### src/rtl/imem_loader_pkg.sv
// Shared types and constants for the instruction-memory loader.
// Holds the loader state enum and the bytes-per-word constant.
package imem_loader_pkg;

  typedef enum logic [2:0] {
    S_IDLE,
    S_LEN_LO,
    S_LEN_HI,
    S_DATA,
    S_CSUM,
    S_DONE,
    S_ERROR
  } state_t;

  localparam int BYTES_PER_WORD = 4;

endpackage

### src/rtl/imem_word_assembler.sv
// Packs 4 little-endian bytes into a 32-bit word.
// Ports: clk, rst, clear, byte_valid, byte_data in;
//        word_fire (comb, 4th byte now), word_valid/word (registered).
module imem_word_assembler
  import imem_loader_pkg::*;
(
  input  logic        clk,
  input  logic        rst,
  input  logic        clear,
  input  logic        byte_valid,
  input  logic [7:0]  byte_data,
  output logic        word_fire,
  output logic        word_valid,
  output logic [31:0] word
);

  logic [1:0]  cnt;
  logic [23:0] part;

  assign word_fire = byte_valid &&
    (cnt == 2'(BYTES_PER_WORD - 1));

  always_ff @(posedge clk) begin
    if (rst || clear) begin
      cnt  <= '0;
      part <= '0;
    end else if (byte_valid) begin
      cnt  <= cnt + 2'd1;
      part <= {byte_data, part[23:8]};
    end
  end

  always_ff @(posedge clk) begin
    if (rst) begin
      word_valid <= 1'b0;
      word       <= '0;
    end else begin
      word_valid <= word_fire;
      if (word_fire)
        word <= {byte_data, part};
    end
  end

endmodule

### src/rtl/imem_loader.sv
// Byte-stream program loader into instruction memory; holds CPU in reset.
// Ports: clk, rst, start, in_valid/in_data/in_ready stream,
//        mem_we/mem_addr/mem_wdata write port, cpu_hold, done, err.
// Option: IMEM_LOADER_CSUM_EN adds a trailing XOR checksum byte.
module imem_loader
  import imem_loader_pkg::*;
#(
  parameter int unsigned DATA_WIDTH    = 32,
  parameter int unsigned ADDRESS_WIDTH = 32,
  parameter int unsigned DEPTH         = 256,
  parameter logic [ADDRESS_WIDTH-1:0] BASE_ADDR = '0
) (
  input  logic                     clk,
  input  logic                     rst,
  input  logic                     start,
  input  logic                     in_valid,
  input  logic [7:0]               in_data,
  output logic                     in_ready,
  output logic                     mem_we,
  output logic [ADDRESS_WIDTH-1:0] mem_addr,
  output logic [DATA_WIDTH-1:0]    mem_wdata,
  output logic                     cpu_hold,
  output logic                     done,
  output logic                     err
);

`ifdef IMEM_LOADER_CSUM_EN
  localparam state_t TAIL = S_CSUM;
`else
  localparam state_t TAIL = S_DONE;
`endif

  state_t      state;
  state_t      state_n;
  logic [15:0] len_q;
  logic [15:0] index;
  logic [15:0] n_in;
  logic        xfer;
  logic        clear;
  logic        last_word;
  logic        word_fire;
  logic        word_valid;
  logic [31:0] word;

  assign xfer  = in_valid && in_ready;
  assign clear = start && (state == S_IDLE ||
                 state == S_DONE || state == S_ERROR);
  assign n_in  = {in_data, len_q[7:0]};
  assign last_word = (index == len_q - 16'd1);

  imem_word_assembler u_asm (
    .clk        (clk),
    .rst        (rst),
    .clear      (clear),
    .byte_valid (xfer && state == S_DATA),
    .byte_data  (in_data),
    .word_fire  (word_fire),
    .word_valid (word_valid),
    .word       (word)
  );

`ifdef IMEM_LOADER_CSUM_EN
  logic [7:0] csum;

  always_ff @(posedge clk) begin
    if (rst || clear)
      csum <= '0;
    else if (xfer && state == S_DATA)
      csum <= csum ^ in_data;
  end
`endif

  always_ff @(posedge clk) begin
    if (rst)
      state <= S_IDLE;
    else
      state <= state_n;
  end

  always_comb begin
    state_n = state;
    unique case (state)
      S_IDLE, S_DONE, S_ERROR:
        if (start) state_n = S_LEN_LO;
      S_LEN_LO:
        if (xfer) state_n = S_LEN_HI;
      S_LEN_HI:
        if (xfer) begin
          if (32'(n_in) > DEPTH)
            state_n = S_ERROR;
          else if (n_in == 16'd0)
            state_n = TAIL;
          else
            state_n = S_DATA;
        end
      S_DATA:
        if (word_fire && last_word)
          state_n = TAIL;
      S_CSUM: begin
`ifdef IMEM_LOADER_CSUM_EN
        if (xfer)
          state_n = (in_data == csum) ?
                    S_DONE : S_ERROR;
`else
        state_n = S_IDLE;
`endif
      end
      default:
        state_n = S_IDLE;
    endcase
  end

  always_comb begin
    in_ready = 1'b0;
    cpu_hold = 1'b0;
    done     = 1'b0;
    err      = 1'b0;
    unique case (state)
      S_LEN_LO, S_LEN_HI, S_DATA, S_CSUM: begin
        in_ready = 1'b1;
        cpu_hold = 1'b1;
      end
      S_DONE:  done = 1'b1;
      S_ERROR: err  = 1'b1;
      default: ;
    endcase
  end

  always_ff @(posedge clk) begin
    if (rst) begin
      len_q    <= '0;
      index    <= '0;
      mem_addr <= BASE_ADDR;
    end else if (clear) begin
      len_q <= '0;
      index <= '0;
    end else begin
      if (xfer && state == S_LEN_LO)
        len_q[7:0] <= in_data;
      if (xfer && state == S_LEN_HI)
        len_q[15:8] <= in_data;
      if (word_fire) begin
        mem_addr <= BASE_ADDR +
          ADDRESS_WIDTH'({index, 2'b00});
        index <= index + 16'd1;
      end
    end
  end

  assign mem_we    = word_valid;
  assign mem_wdata = DATA_WIDTH'(word);

endmodule

### config.mk
export PLATFORM = sky130hd
export DESIGN_NAME = imem_loader
export DESIGN_NICKNAME = d
export VERILOG_FILES = /design/src/rtl/imem_loader_pkg.sv /design/src/rtl/imem_word_assembler.sv /design/src/rtl/imem_loader.sv
export SDC_FILE = /design/constraint.sdc
export NUM_CORES = 1
export LEC_CHECK = 0
export ABC_AREA = 1
export CAP_MARGIN = 0
export CORE_UTILIZATION = 45
export CTS_BUF_LIST = sky130_fd_sc_hd__clkbuf_4 sky130_fd_sc_hd__clkbuf_8
export DETAILED_ROUTE_END_ITERATION = 8
export GPL_TIMING_DRIVEN = 0
export PLACE_DENSITY = 0.7
export REMOVE_ABC_BUFFERS = 1
export SLEW_MARGIN = 25
export SYNTH_ARGS = -nofsm -noshare
export SYNTH_HDL_FRONTEND = slang
export SYNTH_HIERARCHICAL = 1
export SYNTH_SLANG_ARGS = --single-unit
### constraint.sdc
create_clock -name clk -period 6.2 [get_ports clk]
set_input_delay 0.93 -clock clk [delete_from_list [all_inputs] [get_ports clk]]
set_output_delay 0.93 -clock clk [all_outputs]
set_load 0.02 [all_outputs]
==> After elaboration in Yosys (flattened, before gate mapping) <==
Cells that the tools add are included.
{ "totals": {"elab_cells": 53, "out_inout_bits": 69, "ff_bits": 110} }
{ "op_classes": {"addsub": 3, "order_cmp": 1, "mux": 10, "n_reduce_logical": 17, "n_eq_ne": 12, "bitwise_logic": 1} }
{ "op_table": {"columns": ["cell", "count"], "rows": [
  ["2-to-1 mux 3 bit", 6],
  ["adder 16 x 1 -> 16 bit, second input constant", 1],
  ["equality test 16 bit", 1],
  ["greater-than comparator 16 x 9 -> 1 bit, second input constant", 1],
  ["zero test 16 bit", 1],
  ["subtractor 16 x 1 -> 16 bit, second input constant", 1],
  ["case mux 3 bit (4 select lines)", 1],
  ["equality test 3 bit, second input constant", 3],
  ["logical AND 1 bit", 7],
  ["equality test 3 x 2 -> 1 bit, second input constant", 2],
  ["inequality test 2 bit, second input constant", 3],
  ["AND reduction 4 bit", 1],
  ["OR reduction 4 bit", 1],
  ["equality test 3 x 1 -> 1 bit, second input constant", 1],
  ["zero test 3 bit", 1],
  ["logical OR 1 bit", 3],
  ["2-to-1 mux 1 bit", 3],
  ["OR reduction 3 bit", 1],
  ["adder 2 x 1 -> 2 bit, second input constant", 1],
  ["equality test 2 bit, second input constant", 1],
  ["inequality test 2 x 1 -> 1 bit, second input constant", 1],
  ["AND reduction 2 bit", 1],
  ["OR reduction 2 bit", 1],
  ["NOT 1 bit", 1]
]} }

==> Logic depth before layout (Yosys ltp) <==
{ "depth": {"ltp_word": 9, "ltp_mapped": 22, "depth_no_buf": 18} }

==> By module <==
Netlist, hierarchy kept.
{ "modules_own_cells": {"columns": ["mod", "seq_area_each_um2", "area_each_um2", "cells_each", "n_inst"], "rows": [
  ["imem_loader", 1021.0, 2964.1, 453, 1],
  ["imem_word_assembler", 1181.1, 2192.1, 289, 1]
]} }

==> Worst setup path after synthesis <==
No wires, ideal clock.
{ "synth_path": {"kind": "input to register", "from": "input in_valid", "to": "register index[14]", "setup_slack_ns": 2.776, "setup_ns": 0.119, "arrival_ns": 3.306, "path_stages": 19, "path_buffers": 6, "path_cell_list": "clkbuf_1 > clkbuf_1 > inv_1 > nor2_1 > buf_6 > nand2_4 > buf_6 > buf_6 > inv_1 > buf_4 > nand2_1 > nor2_2 > nand4_1 > nor3_2 > nand4_1 > nor2_1 > nand2_1 > o21ai_1 > a21oi_1"} }
{ "synth_between": {"elab_chain_cells": 3} }
{ "synth_rtl": {"columns": ["element", "line", "source"], "rows": [
  ["start: declaration", "imem_loader.sv:16", "input logic in_valid,"],
  ["logical AND 1 bit", "imem_loader.sv:45", "assign xfer = in_valid && in_ready;"],
  ["logical AND 1 bit", "imem_loader.sv:55", ".byte_valid (xfer && state == S_DATA),"],
  ["logical AND 1 bit", "imem_word_assembler.sv:20", "assign word_fire = byte_valid &&"],
  ["net word_fire", "imem_loader.sv:41", "logic word_fire;"],
  ["end signal: assignment", "imem_loader.sv:145", "index <= index + 16'd1;"],
  ["end: declaration", "imem_loader.sv:36", "logic [15:0] index;"]
]} }
The timed path passes the listed nets, and every way through them passes these cells.
A chain may end at the register's enable or synchronous reset.

==> Final worst setup path <==
Same ends and word-level chain as after synthesis.

==> out/metrics.yaml <==
crit_fanout: 50
antenna_found_initial: 0
setup_ws_ps: 1590
cap_violations: 0
syn_inst: 742
cts_tree: "built"
crit_arrival_ps: 4890
clkSlewWorstSetupHoldPaths_ps: 100
synthArstFlopShare: 0
gr-total-overflow: 0
cts_made_buffers: 9
critPathLaunchType: "primary input"
power_density_nw_per_um2: 284
nNetsFinal: 800
yosys_warnings: 6
cts_resized: 0
core_um2: 11000
period_minus_slack_ps: 4610
start_util: 0.469
status: "finished clean"
dp_hpwl_mm: 7.88
grt_start_max_net_pins: 51
drv_slew: 0
fin_area_um2: 5910
drt_iter0_drc: 222
yosys.cell_types.count: 35
gp_congestion: 0.808
timing.slew.headroom: 0.476
ctsLongestPathBuffers: 2
via_per_inst: 4.86
max_slew.worst_pin.slew_ps: 783
synth_edf_count: 0
io_pins: 81
intPower_mw: 1.07
postPlaceCellArea_um2: 5720
pwr-share-clk: 0.248
antenna_left: 0
cts.sinks: 110
p_leak_nw: 2.55
switching_power_uw: 609
insertion_delay_ps: 390
regArea_um2: 2200
vdd_drop_max_mv: 0.184
cp-end-kind: "flop"
synth_area_um2: 5160
place_ws_ps: 1220
finalSetupViolCount: 0
die_area_um2: 11900
rsz0062_at_grt: "false"
die_height_um: 109
tns_ps: 0
fillCellCount: 1115
r2r_cells: 16
combPwrFrac: 0.295
multi_input_area_um2: 2440
h-tree-depth: 3
holdCritPathClass: "reg -> reg"
switching_share: 0.362
drc: 0
drive_gt1_frac: 0.0582
grt_pass1_vias: 4280
skew_ps: 8.96
pwr-share-seq: 0.457
synth_flop_cell: "dfxtp_1"
first_pass_iters: 4
hold_path_depth: 2
port_buffers: 64
avgSynthCellArea_um2: 6.95
max_freq_mhz: 217
die_width_um: 109
vias: 4520
postCtsHoldBufs: 0
rows: 38
areaGrowthSynthToFinish_pct: 14.7
ys_seq_elements: 110
postLayoutCoreUtil: 0.538
root_buffer: "clkbuf_8"
finalWirelength_mm: 11.2
worstPathRequired_ps: 6480
path_class: "in -> reg"
finalHoldViolations: 0
grt_use_total: 0.205
wl_per_cell_um: 12.0
fin_crit_sh: 0.743
post-cts-setup-buffer-count: 0
ys_seq_area_frac: 0.427
grt_pass1_wl_mm: 19.1
antenna_cells: 0
power by group through the flow:
| stage | logic [mW] | clock network, mW | registers (mW) |
|---|---|---|---|
| global route | 0.573 | 0.464 | 0.774 |
| global placement | 0.485 | 0 | 0.784 |
| detailed placement | 0.495 | 0 | 0.785 |
| floorplan | 0.377 | 0 | 0.777 |
| finish | 0.496 | 0.416 | 0.769 |
| CTS | 0.497 | 0.437 | 0.769 |
layer usage:
metal	track usage	vias to the layer above	part of all wire
met5	0	-	0
met4	0.0888	0	0.025
met3	0.0550	22	0.044
met2	0.344	96	0.46
met1	0.244	2025	0.47
li1	-	2377	-
layout by cell type, fill, tap and decap left out, types with 6 or more instances in the layout:
cell type        instances
nand2_2                  6
clkdlybuf4s50_1         64
xor2_1                   7
nor3_1                   7
nand3_1                 56
nor2_2                   8
nand2_1                167
xnor2_1                  6
a21oi_1                 45
nor2_1                 135
dfxtp_1                110
nor2_4                   7
clkbuf_8                10
conb_1                  16
inv_1                   65
o21ai_0                 46
final cells by class:
type                    count  share of cell area
clock buffers              11              0.0246
clock inverters             5             0.00720
inverters                  70              0.0444
multi-input cells         530               0.413
flip-flops and latches    110               0.372
well taps                 140              0.0296
repair buffers             64               0.108
stage by stage:
step / total power, mW / hold slack (ps) / instances
final: 1.68 / 471 / 930
after global routing: 1.81 / 491 / 930
after CTS: 1.70 / 474 / 930
after detailed placement: 1.28 / 458 / 914
after global placement: 1.27 / 448 / 914
after floorplan: 1.15 / 435 / 710
cell families after synthesis:
family,synth area share
flops,0.427
other cells,0.000727
simple gates,0.330
buf+inv,0.112
compound gates,0.100
xor+xnor,0.0221
fa+ha+maj,0.00728
worst paths after layout:
check | from | slack [ps] | to
hold reg to reg | u_asm/part[15]$_SDFFE_PP0P_ | 470 | u_asm/word[15]$_SDFFE_PP0P_
hold / removal | u_asm/part[15]$_SDFFE_PP0P_ | 470 | u_asm/word[15]$_SDFFE_PP0P_
setup reg to reg | state[2]$_SDFFE_PP0P_ | 2390 | index[14]$_SDFFE_PP0P_
setup / recovery | in_valid | 1590 | index[14]$_SDFFE_PP0P_
Yosys cell counts, types with 2 or more instances:
master	instances	area (µm²)
clkbuf_1	5	18.8
nor2_4	5	56.3
ha_1	3	37.5
nand2_2	6	37.5
nor3_1	7	35.0
nand2_1	167	627
nor2_2	9	56.3
buf_2	13	65.1
buf_6	7	78.8
buf_4	18	135
nand3b_1	3	22.5
o21ai_1	5	25.0
o21ai_0	46	230
xor2_1	7	61.3
xnor2_1	6	52.6
nor2_1	136	510
dfxtp_1	110	2200
inv_2	4	15.0
inv_1	65	244
a21oi_1	45	225
nand4_1	3	18.8
clkbuf_2	3	15.0
nand3_1	56	280
nor3_2	2	20.0
sequential cells by signal, indices dropped and copies added (netlist names):
name / flops
index: 16
len_q: 16
mem_addr: 16
state: 3
u_asm/cnt: 2
u_asm/part: 24
u_asm/word: 32
u_asm/word_valid: 1
critical path, cell delays in order:
cell and delay (ps):
clkdlybuf4s50_1 910, inv_1 160, nor2_4 570, nand2_4 500, inv_1 420, nand2_1 140, nor2_2 160, nand4_1 190
nor3_2 250, nand4_1 180, nor2_1 140, nand2_1 90, o21ai_1 140, a21oi_1 50
(Power assumes the default switching activity.)
